==> src/rtl/z16_pkg.sv <==
// Shared Z16 definitions: register file geometry and the dumper FSM encoding.
package z16_pkg;

    localparam int unsigned Z16_DATA_WIDTH     = 16;
    localparam int unsigned Z16_REG_ADDR_WIDTH = 4;
    localparam int unsigned Z16_NUM_REGS       = 16;

    // Register-file dumper states
    typedef enum logic [1:0] {
        IDLE  = 2'd0,
        FETCH = 2'd1,
        SEND  = 2'd2
    } z16_dump_state_e;

endpackage : z16_pkg

==> src/rtl/z16_regfile_dumper.sv <==
// Debug read-out engine for the Z16 register file.
// Walks an inclusive, wrapping register-address range on the rs1 read port
// and streams each value with its address over a valid/ready interface.
//
// Ports:
//   i_clk, i_rst            clock, synchronous active-high reset
//   i_start                 one-cycle start request (honoured only when idle)
//   i_first_addr/last_addr  inclusive range, latched on an accepted start
//   i_abort                 cancels an in-progress dump, no done pulse
//   o_rf_addr / i_rf_data   regfile rs1 read port (data is combinational)
//   o_valid/i_ready         stream handshake
//   o_data/o_addr/o_last    stream payload; o_last is combinational
//   o_busy                  high while not idle (owns rs1 address)
//   o_done                  one-cycle pulse after the final word is accepted
module z16_regfile_dumper
    import z16_pkg::*;
#(
    parameter int unsigned DATA_WIDTH = Z16_DATA_WIDTH,
    parameter int unsigned ADDR_WIDTH = Z16_REG_ADDR_WIDTH
) (
    input  logic                  i_clk,
    input  logic                  i_rst,
    input  logic                  i_start,
    input  logic [ADDR_WIDTH-1:0] i_first_addr,
    input  logic [ADDR_WIDTH-1:0] i_last_addr,
    input  logic                  i_abort,
    output logic [ADDR_WIDTH-1:0] o_rf_addr,
    input  logic [DATA_WIDTH-1:0] i_rf_data,
    output logic                  o_valid,
    input  logic                  i_ready,
    output logic [DATA_WIDTH-1:0] o_data,
    output logic [ADDR_WIDTH-1:0] o_addr,
    output logic                  o_last,
    output logic                  o_busy,
    output logic                  o_done
);

    z16_dump_state_e       state_q, state_d;
    logic [ADDR_WIDTH-1:0] rd_ptr_q, rd_ptr_d;
    logic [ADDR_WIDTH-1:0] end_ptr_q, end_ptr_d;
    logic [ADDR_WIDTH-1:0] addr_q, addr_d;
    logic [DATA_WIDTH-1:0] data_q, data_d;
    logic                  valid_q, valid_d;
    logic                  busy_q, busy_d;
    logic                  done_q, done_d;

    logic                  at_end;
    logic                  handshake;

    assign at_end    = (addr_q == end_ptr_q);
    assign handshake = valid_q & i_ready;

    // State and pointer registers
    always_ff @(posedge i_clk) begin
        if (i_rst) begin
            state_q   <= IDLE;
            rd_ptr_q  <= '0;
            end_ptr_q <= '0;
            addr_q    <= '0;
            data_q    <= '0;
            valid_q   <= 1'b0;
            busy_q    <= 1'b0;
            done_q    <= 1'b0;
        end else begin
            state_q   <= state_d;
            rd_ptr_q  <= rd_ptr_d;
            end_ptr_q <= end_ptr_d;
            addr_q    <= addr_d;
            data_q    <= data_d;
            valid_q   <= valid_d;
            busy_q    <= busy_d;
            done_q    <= done_d;
        end
    end

    // Next-state and output logic
    always_comb begin
        state_d   = state_q;
        rd_ptr_d  = rd_ptr_q;
        end_ptr_d = end_ptr_q;
        addr_d    = addr_q;
        data_d    = data_q;
        valid_d   = valid_q;
        done_d    = 1'b0;

        unique case (state_q)
            IDLE: begin
                // Start wins over a simultaneous abort here
                if (i_start) begin
                    rd_ptr_d  = i_first_addr;
                    end_ptr_d = i_last_addr;
                    state_d   = FETCH;
                end
            end
            FETCH: begin
                if (i_abort) begin
                    valid_d = 1'b0;
                    state_d = IDLE;
                end else begin
                    data_d   = i_rf_data;
                    addr_d   = rd_ptr_q;
                    valid_d  = 1'b1;
                    rd_ptr_d = rd_ptr_q + ADDR_WIDTH'(1);
                    state_d  = SEND;
                end
            end
            SEND: begin
                // Abort drops the in-flight word even on a handshake
                if (i_abort) begin
                    valid_d = 1'b0;
                    state_d = IDLE;
                end else if (handshake) begin
                    if (at_end) begin
                        valid_d = 1'b0;
                        done_d  = 1'b1;
                        state_d = IDLE;
                    end else begin
                        // Back-to-back capture keeps one word per cycle
                        data_d   = i_rf_data;
                        addr_d   = rd_ptr_q;
                        rd_ptr_d = rd_ptr_q + ADDR_WIDTH'(1);
                    end
                end
            end
            default: begin
                valid_d = 1'b0;
                state_d = IDLE;
            end
        endcase

        busy_d = (state_d != IDLE);
    end

    assign o_rf_addr = rd_ptr_q;
    assign o_valid   = valid_q;
    assign o_data    = data_q;
    assign o_addr    = addr_q;
    assign o_busy    = busy_q;
    assign o_done    = done_q;
    assign o_last    = valid_q & at_end;

endmodule : z16_regfile_dumper

==> config.mk <==
export PLATFORM = sky130hd
export DESIGN_NAME = z16_regfile_dumper
export DESIGN_NICKNAME = d
export VERILOG_FILES = /design/src/rtl/z16_pkg.sv /design/src/rtl/z16_regfile_dumper.sv
export SDC_FILE = /design/constraint.sdc
export NUM_CORES = 1
export LEC_CHECK = 0
export CORE_ASPECT_RATIO = 1.1
export CORE_UTILIZATION = 41
export CTS_CLUSTER_DIAMETER = 120
export DETAILED_ROUTE_END_ITERATION = 8
export PLACE_DENSITY = 0.76
export SETUP_SLACK_MARGIN = 0.05
export SLEW_MARGIN = 15
export SYNTH_ARGS = -nofsm -noshare
export SYNTH_HDL_FRONTEND = slang
export SYNTH_SLANG_ARGS = --single-unit
==> constraint.sdc <==
create_clock -name i_clk -period 1.59 [get_ports i_clk]
set_input_delay 0.318 -clock i_clk [delete_from_list [all_inputs] [get_ports i_clk]]
set_output_delay 0.318 -clock i_clk [all_outputs]
set_load 0.005 [all_outputs]
==> flow_summary.json, run 1 <==
{
  "status": "complete, no violations",
  "grt_pass1_wl_um": 6837,
  "clk_pin_slew_ns": 0.07,
  "setup_viol": 0,
  "cts-buffers-inserted": 5,
  "drv_cap": 0,
  "cp.arrival_ns": 1.74,
  "grt_start_max_net_pins": 33,
  "rrSetupSlack_ns": 0.007,
  "yosys.area.top_type": "dfxtp_1",
  "comb_power_share_pct": 25.2,
  "setup_slack_ns": 0.006995,
  "final_cell_mix": "clkdlybuf4s50_1, nand2b_1, mux2i_1",
  "htree_levels": 2,
  "fill_cells": 323,
  "initial_utilization_pct": 43.16,
  "cts_tree": "yes",
  "ys_ff_latch": 33,
  "drt-wirelength-per-cell_um": 13.36,
  "fin_worst_skew_ns": 0.003523,
  "yosys.area.top_type_share_pct": 38.04,
  "synth_cell_type_count": 38,
  "ios": 57,
  "synthTopCellsByArea": "dfxtp_1, nand2b_1, mux2i_1, ha_1, a21oi_1",
  "finalMaxSlewViolations": 0,
  "drt_iter0_drc": 71,
  "layout-drive-gt1-share_pct": 25.47,
  "rsz0062_at_grt": "true",
  "fp.dieH_um": 70.26,
  "syn-cell-area_mm2": 0.001737,
  "clockRootBuffer": "clkbuf_8",
  "clk_latency_ns": 0.28,
  "crit_fanout": 4,
  "p_seq_share_pct": 39.7,
  "path_class": "reg2reg",
  "fin_nets": 300,
  "power.switching_mw": 0.5810,
  "synth-edff-count": 0,
  "leakagePower_nw": 1.082,
  "pre_cts_slack_ns": -0.3199,
  "slew_headroom_pct": 78.51,
  "cts.sinks": 33,
  "ys_seq_area_share_pct": 38.04,
  "required_ns": 1.75,
  "finalPower_mw": 2.323,
  "hp-class": "reg2reg",
  "fp.dieW_um": 64.06,
  "dieArea_mm2": 0.004501,
  "final_antenna_net_count": 0,
  "avgSynthCellArea_um2": 9.287,
  "final_common_cell": "clkdlybuf4s50_1",
  "drc": 0,
  "firstDrtPassIters": 4,
  "clkPwrFrac_pct": 35.1,
  "port_buffers": 56,
  "dr_total_vias": 1586,
  "end_kind": "register",
  "synthArstFlopShare_pct": 0,
  "p_int_mw": 1.742,
  "finalCriticalPeriod_ns": 1.583,
  "holdBufCountCts": 0,
  "synth_cells": 187,
  "gp_congestion": 0.8463,
  "grt_pass1_vias": 1508,
  "core_area_mm2": 0.004024,
  "period_share_pct": 99.56,
  "wirelength_um": 4263,
  "antenna_found_initial": 0,
  "ys.flop_type": "dfxtp_1",
  "yosys_warnings": 0,
  "cp-start-kind": "register",
  "diodes": 0,
  "gr-total-overflow": 0,
  "syn2layout_area_growth_pct": 59.29,
  "viasPerCell": 4.972,
  "irDropWorstVdd_uv": 421.4,
  "tightest_slew_ns": 0.3195,
  "seq_area_um2": 680.7,
  "swShare_pct": 25.01,
  "synth_fp_nets": 221,
  "multi_input_area_mm2": 0.001059,
  "cts_buffer_depth": 2,
  "hold_violations": 0,
  "max_freq_mhz": 631.7,
  "dpl.hpwl_um": 2758,
  "powerDensity_mw_per_mm2": 839.7,
  "grt_use_total_pct": 19.29,
  "rows": 24
}
## metrics by stage
step,hold WS (ns),util (%),cells,TNS [ns],instance area (µm²)
after global routing,0.4863,68.75,319,-0.3656,2766
final,0.4688,68.75,319,0,2766
after detailed placement,0.4614,61.38,304,-3.194,2470
after CTS,0.4701,65.92,314,0,2653
after floorplan,0.4496,-,187,0,1747
after global placement,0.4590,61.38,304,-2.585,2470
## cells in the mapped netlist, drive strengths merged, types with 3 or more instances
cell type,n
dfxtp,33
ha,5
nand2,9
nor2,5
nand2b,40
a21oi,10
inv,4
clkbuf,8
xnor2,4
mux2i,24
buf,4
nor2b,5
o21ai,3
nand3,5
nor4,5
## final cells by class
cell class,count,area share (%)
clock buffers,7,3.121
multi-input cells,138,38.26
flip-flops and latches,33,24.60
repair buffers,84,30.03
well taps,52,2.352
clock inverters,1,1.085
inverters,4,0.5427
## repair_timing
item / 4_1_cts / 5_1_grt
resized for setup: 22 / 21
cloned: 1 / 1
pin swaps: 5 / 6
endpoints found under the setup margin: 27 / 32
buffers inserted: 1 / 4
## path summary, 6_finish.rpt
path	to	startpoint	cells past startpoint
max	o_rf_addr[2]	state_q[1]	6
min	end_ptr_q[3]	end_ptr_q[3]	2
max reg2reg	o_rf_addr[2]	state_q[1]	6
min reg2reg	end_ptr_q[3]	end_ptr_q[3]	2
## state kept, by name, indices dropped and copies added (netlist names)
register / flops
o_done: 1
state_q: 2
o_valid: 1
o_busy: 1
o_rf_addr: 4
end_ptr_q: 4
o_addr: 4
o_data: 16
## worst max-delay path: stages, from the launching register on
cell,delay [ns]
dfxtp_2,0.33
inv_1,0.06
ha_1,0.35
nor2b_2,0.19
nor4_1,0.24
a311o_1,0.23
o31ai_1,0.07
## layer usage
metal  vias to the layer above  track usage (%)  wire length, µm
met5                         -                0                0
met4                         0            5.303               30
met3                         3            4.902              166
met2                        39            30.73             2125
met1                       739            25.56             1941
li1                        805                -                -
## logic make-up (layout without fill, tap and decap cells)
| kind of cell | count (synthesis) | after routing | share of synthesized area [%] |
|---|---|---|---|
| buffers and inverters | 16 | 96 | 4.971 |
| and+or+nand+nor | 78 | 78 | 26.80 |
| DFF | 33 | 33 | 38.04 |
| AOI/OAI and AO/OA | 27 | 27 | 10.73 |
| muxes | 24 | 24 | 13.83 |
| adders and majority gates | 5 | 5 | 3.602 |
| xor gates and xnor gates | 4 | 4 | 2.017 |
## power groups by stage
stage | Sequential (mW) | Combinational, mW | Clock, mW
2_1_floorplan | 0.933 | 0.249 | 0
3_3_place_gp | 0.930 | 0.486 | 0
3_5_place_dp | 0.930 | 0.490 | 0
4_1_cts | 0.914 | 0.529 | 0.833
5_1_grt | 0.928 | 0.633 | 0.882
6_report | 0.922 | 0.586 | 0.815
(Power assumes the default switching activity.)
==> inputs of run 2 (changes only) <==
--- a/config.mk
+++ b/config.mk
@@ -9,6 +9,7 @@
 export CORE_UTILIZATION = 41
 export CTS_CLUSTER_DIAMETER = 120
 export DETAILED_ROUTE_END_ITERATION = 8
+export HOLD_SLACK_MARGIN = 0.1
 export PLACE_DENSITY = 0.76
 export SETUP_SLACK_MARGIN = 0.05
 export SLEW_MARGIN = 15
==> results of run 2 <==
The final DEF is identical to that of run 1; final timing and power are the same.
==> inputs of run 3 (changes only) <==
--- a/config.mk
+++ b/config.mk
@@ -11,6 +11,7 @@
 export DETAILED_ROUTE_END_ITERATION = 8
 export HOLD_SLACK_MARGIN = 0.1
 export PLACE_DENSITY = 0.76
+export REMOVE_ABC_BUFFERS = 1
 export SETUP_SLACK_MARGIN = 0.05
 export SLEW_MARGIN = 15
 export SYNTH_ARGS = -nofsm -noshare
==> flow_summary.json, run 3 (synthesized netlist as in run 1, its figures left out) <==
{
  "rsz0062_at_grt": "true",
  "tns_ns": 0,
  "dr_total_vias": 1612,
  "largest_reg_flops": 16,
  "drv_cap": 0,
  "htree_levels": 2,
  "place_area_mm2": 0.002481,
  "fill_cells": 300,
  "dieArea_mm2": 0.004501,
  "cp-start-kind": "register",
  "fp.dieW_um": 64.06,
  "period_share_pct": 99.84,
  "powerDensity_mw_per_mm2": 834.7,
  "final_common_cell": "clkdlybuf4s50_1",
  "fin_nets": 299,
  "rows": 24,
  "grt_use_total_pct": 20.04,
  "leakagePower_nw": 1.113,
  "final_cell_mix": "clkdlybuf4s50_1, nand2b_1, mux2i_1",
  "wirelength_um": 4520,
  "drt-wirelength-per-cell_um": 14.21,
  "ios": 57,
  "drt_iter0_drc": 100,
  "status": "complete, no violations",
  "hold_violations": 0,
  "core_area_mm2": 0.004024,
  "antenna_found_initial": 0,
  "gr-total-overflow": 0,
  "cts_tree": "yes",
  "final_antenna_net_count": 0,
  "grt_start_max_net_pins": 32,
  "syn2layout_area_growth_pct": 64.63,
  "firstDrtPassIters": 4,
  "setup_viol": 0,
  "slew_headroom_pct": 75.21,
  "crit_fanout": 2,
  "grt_pass1_vias": 1589,
  "clk_pin_slew_ns": 0.07,
  "max_freq_mhz": 630.0,
  "diodes": 0,
  "cp.arrival_ns": 1.27,
  "port_buffers": 56,
  "path_class": "reg2out",
  "finalCriticalPeriod_ns": 1.587,
  "initial_utilization_pct": 43.16,
  "drc": 0,
  "fin_worst_skew_ns": 0.006417,
  "tightest_slew_ns": 0.3711,
  "clk_latency_ns": 0.28,
  "hp-class": "reg2reg",
  "cts-buffers-inserted": 5,
  "end_kind": "primary output",
  "viasPerCell": 5.069,
  "grt_pass1_wl_um": 7044,
  "required_ns": 1.27,
  "irDropWorstVdd_uv": 566.2,
  "cts.sinks": 33,
  "fin_util_pct": 71.05,
  "finalMaxSlewViolations": 0,
  "dpl.hpwl_um": 2811,
  "fp.dieH_um": 70.26,
  "cts_buffer_depth": 2,
  "holdBufCountCts": 0,
  "gp_congestion": 0.8382,
  "final_area_mm2": 0.002859,
  "clockRootBuffer": "clkbuf_8",
  "layout-drive-gt1-share_pct": 26.32
}
[run 3: cell count changes in the layout (fill, tap and decap cells not counted), moves of 2 or more]
| cell | delta |
|---|---|
| buf_4 | -2 |
| ha_4 | +3 |
| dlymetal6s2s_1 | +2 |
| buf_12 | +2 |
| dfxtp_2 | -3 |
| nor4_4 | +2 |
| ha_2 | -2 |
| dfxtp_1 | +4 |
[run 3: worst max-delay path, cell delays in order (launching register included)]
cell,delay (ns)
dfxtp_2,0.34
xnor2_2,0.15
nand4_1,0.15
buf_4,0.17
nor2_2,0.06
buf_2,0.11
[run 3: power by group]
group / switching [mW] / internal (mW) / total (mW)
sequential: 0.0395 / 0.880 / 0.919
clock: 0.302 / 0.511 / 0.812
combinational: 0.268 / 0.387 / 0.655
total: 0.609 / 1.78 / 2.39
[run 3: layer usage]
metal / part of all wire, % / global-route usage (%)
met5: 0 / 0
met1: 43 / 24.87
met2: 51 / 33.81
met3: 5.0 / 4.412
met4: 1.4 / 6.818
[run 3: worst paths after layout]
| kind | start | endpoint | slack (ns) | cells past startpoint |
|---|---|---|---|---|
| worst max-delay path | end_ptr_q[1] | o_last | 0.003 | 5 |
| worst min-delay path | o_data[8] | o_data[8] | 0.47 | 2 |
| worst max register to register | state_q[0] | o_rf_addr[2] | 0.03 | 6 |
| worst min register to register | o_data[8] | o_data[8] | 0.47 | 2 |
[run 3: metrics by stage]
stage	hold WS, ns	worst slack [ns]	power, mW	std cells
global placement	0.4581	-0.3019	1.418	305
detailed placement	0.4616	-0.3322	1.423	305
floorplan	0.3871	-0.3030	1.151	175
finish	0.4735	0.002578	2.386	318
global route	0.5081	-0.08664	2.495	318
CTS	0.4760	-0.02447	2.288	316
[run 3: area by class of cell]
type,instances,area (µm²),area share [%]
sequential,33,673.1,23.54
clock inverter,1,30.03,1.050
clock buffer,7,86.33,3.020
timing repair buffer,83,837.1,29.28
multi-input combinational,138,1152,40.31
inverter,4,15.01,0.5252
tap,52,65.06,2.276
[run 3: repair_timing]
item                                    CTS  global route
gates resized for setup                  26            30
endpoints found under the setup margin   27            31
cloned                                    1             0
pin swaps                                 4            11
buffers inserted                          3             2
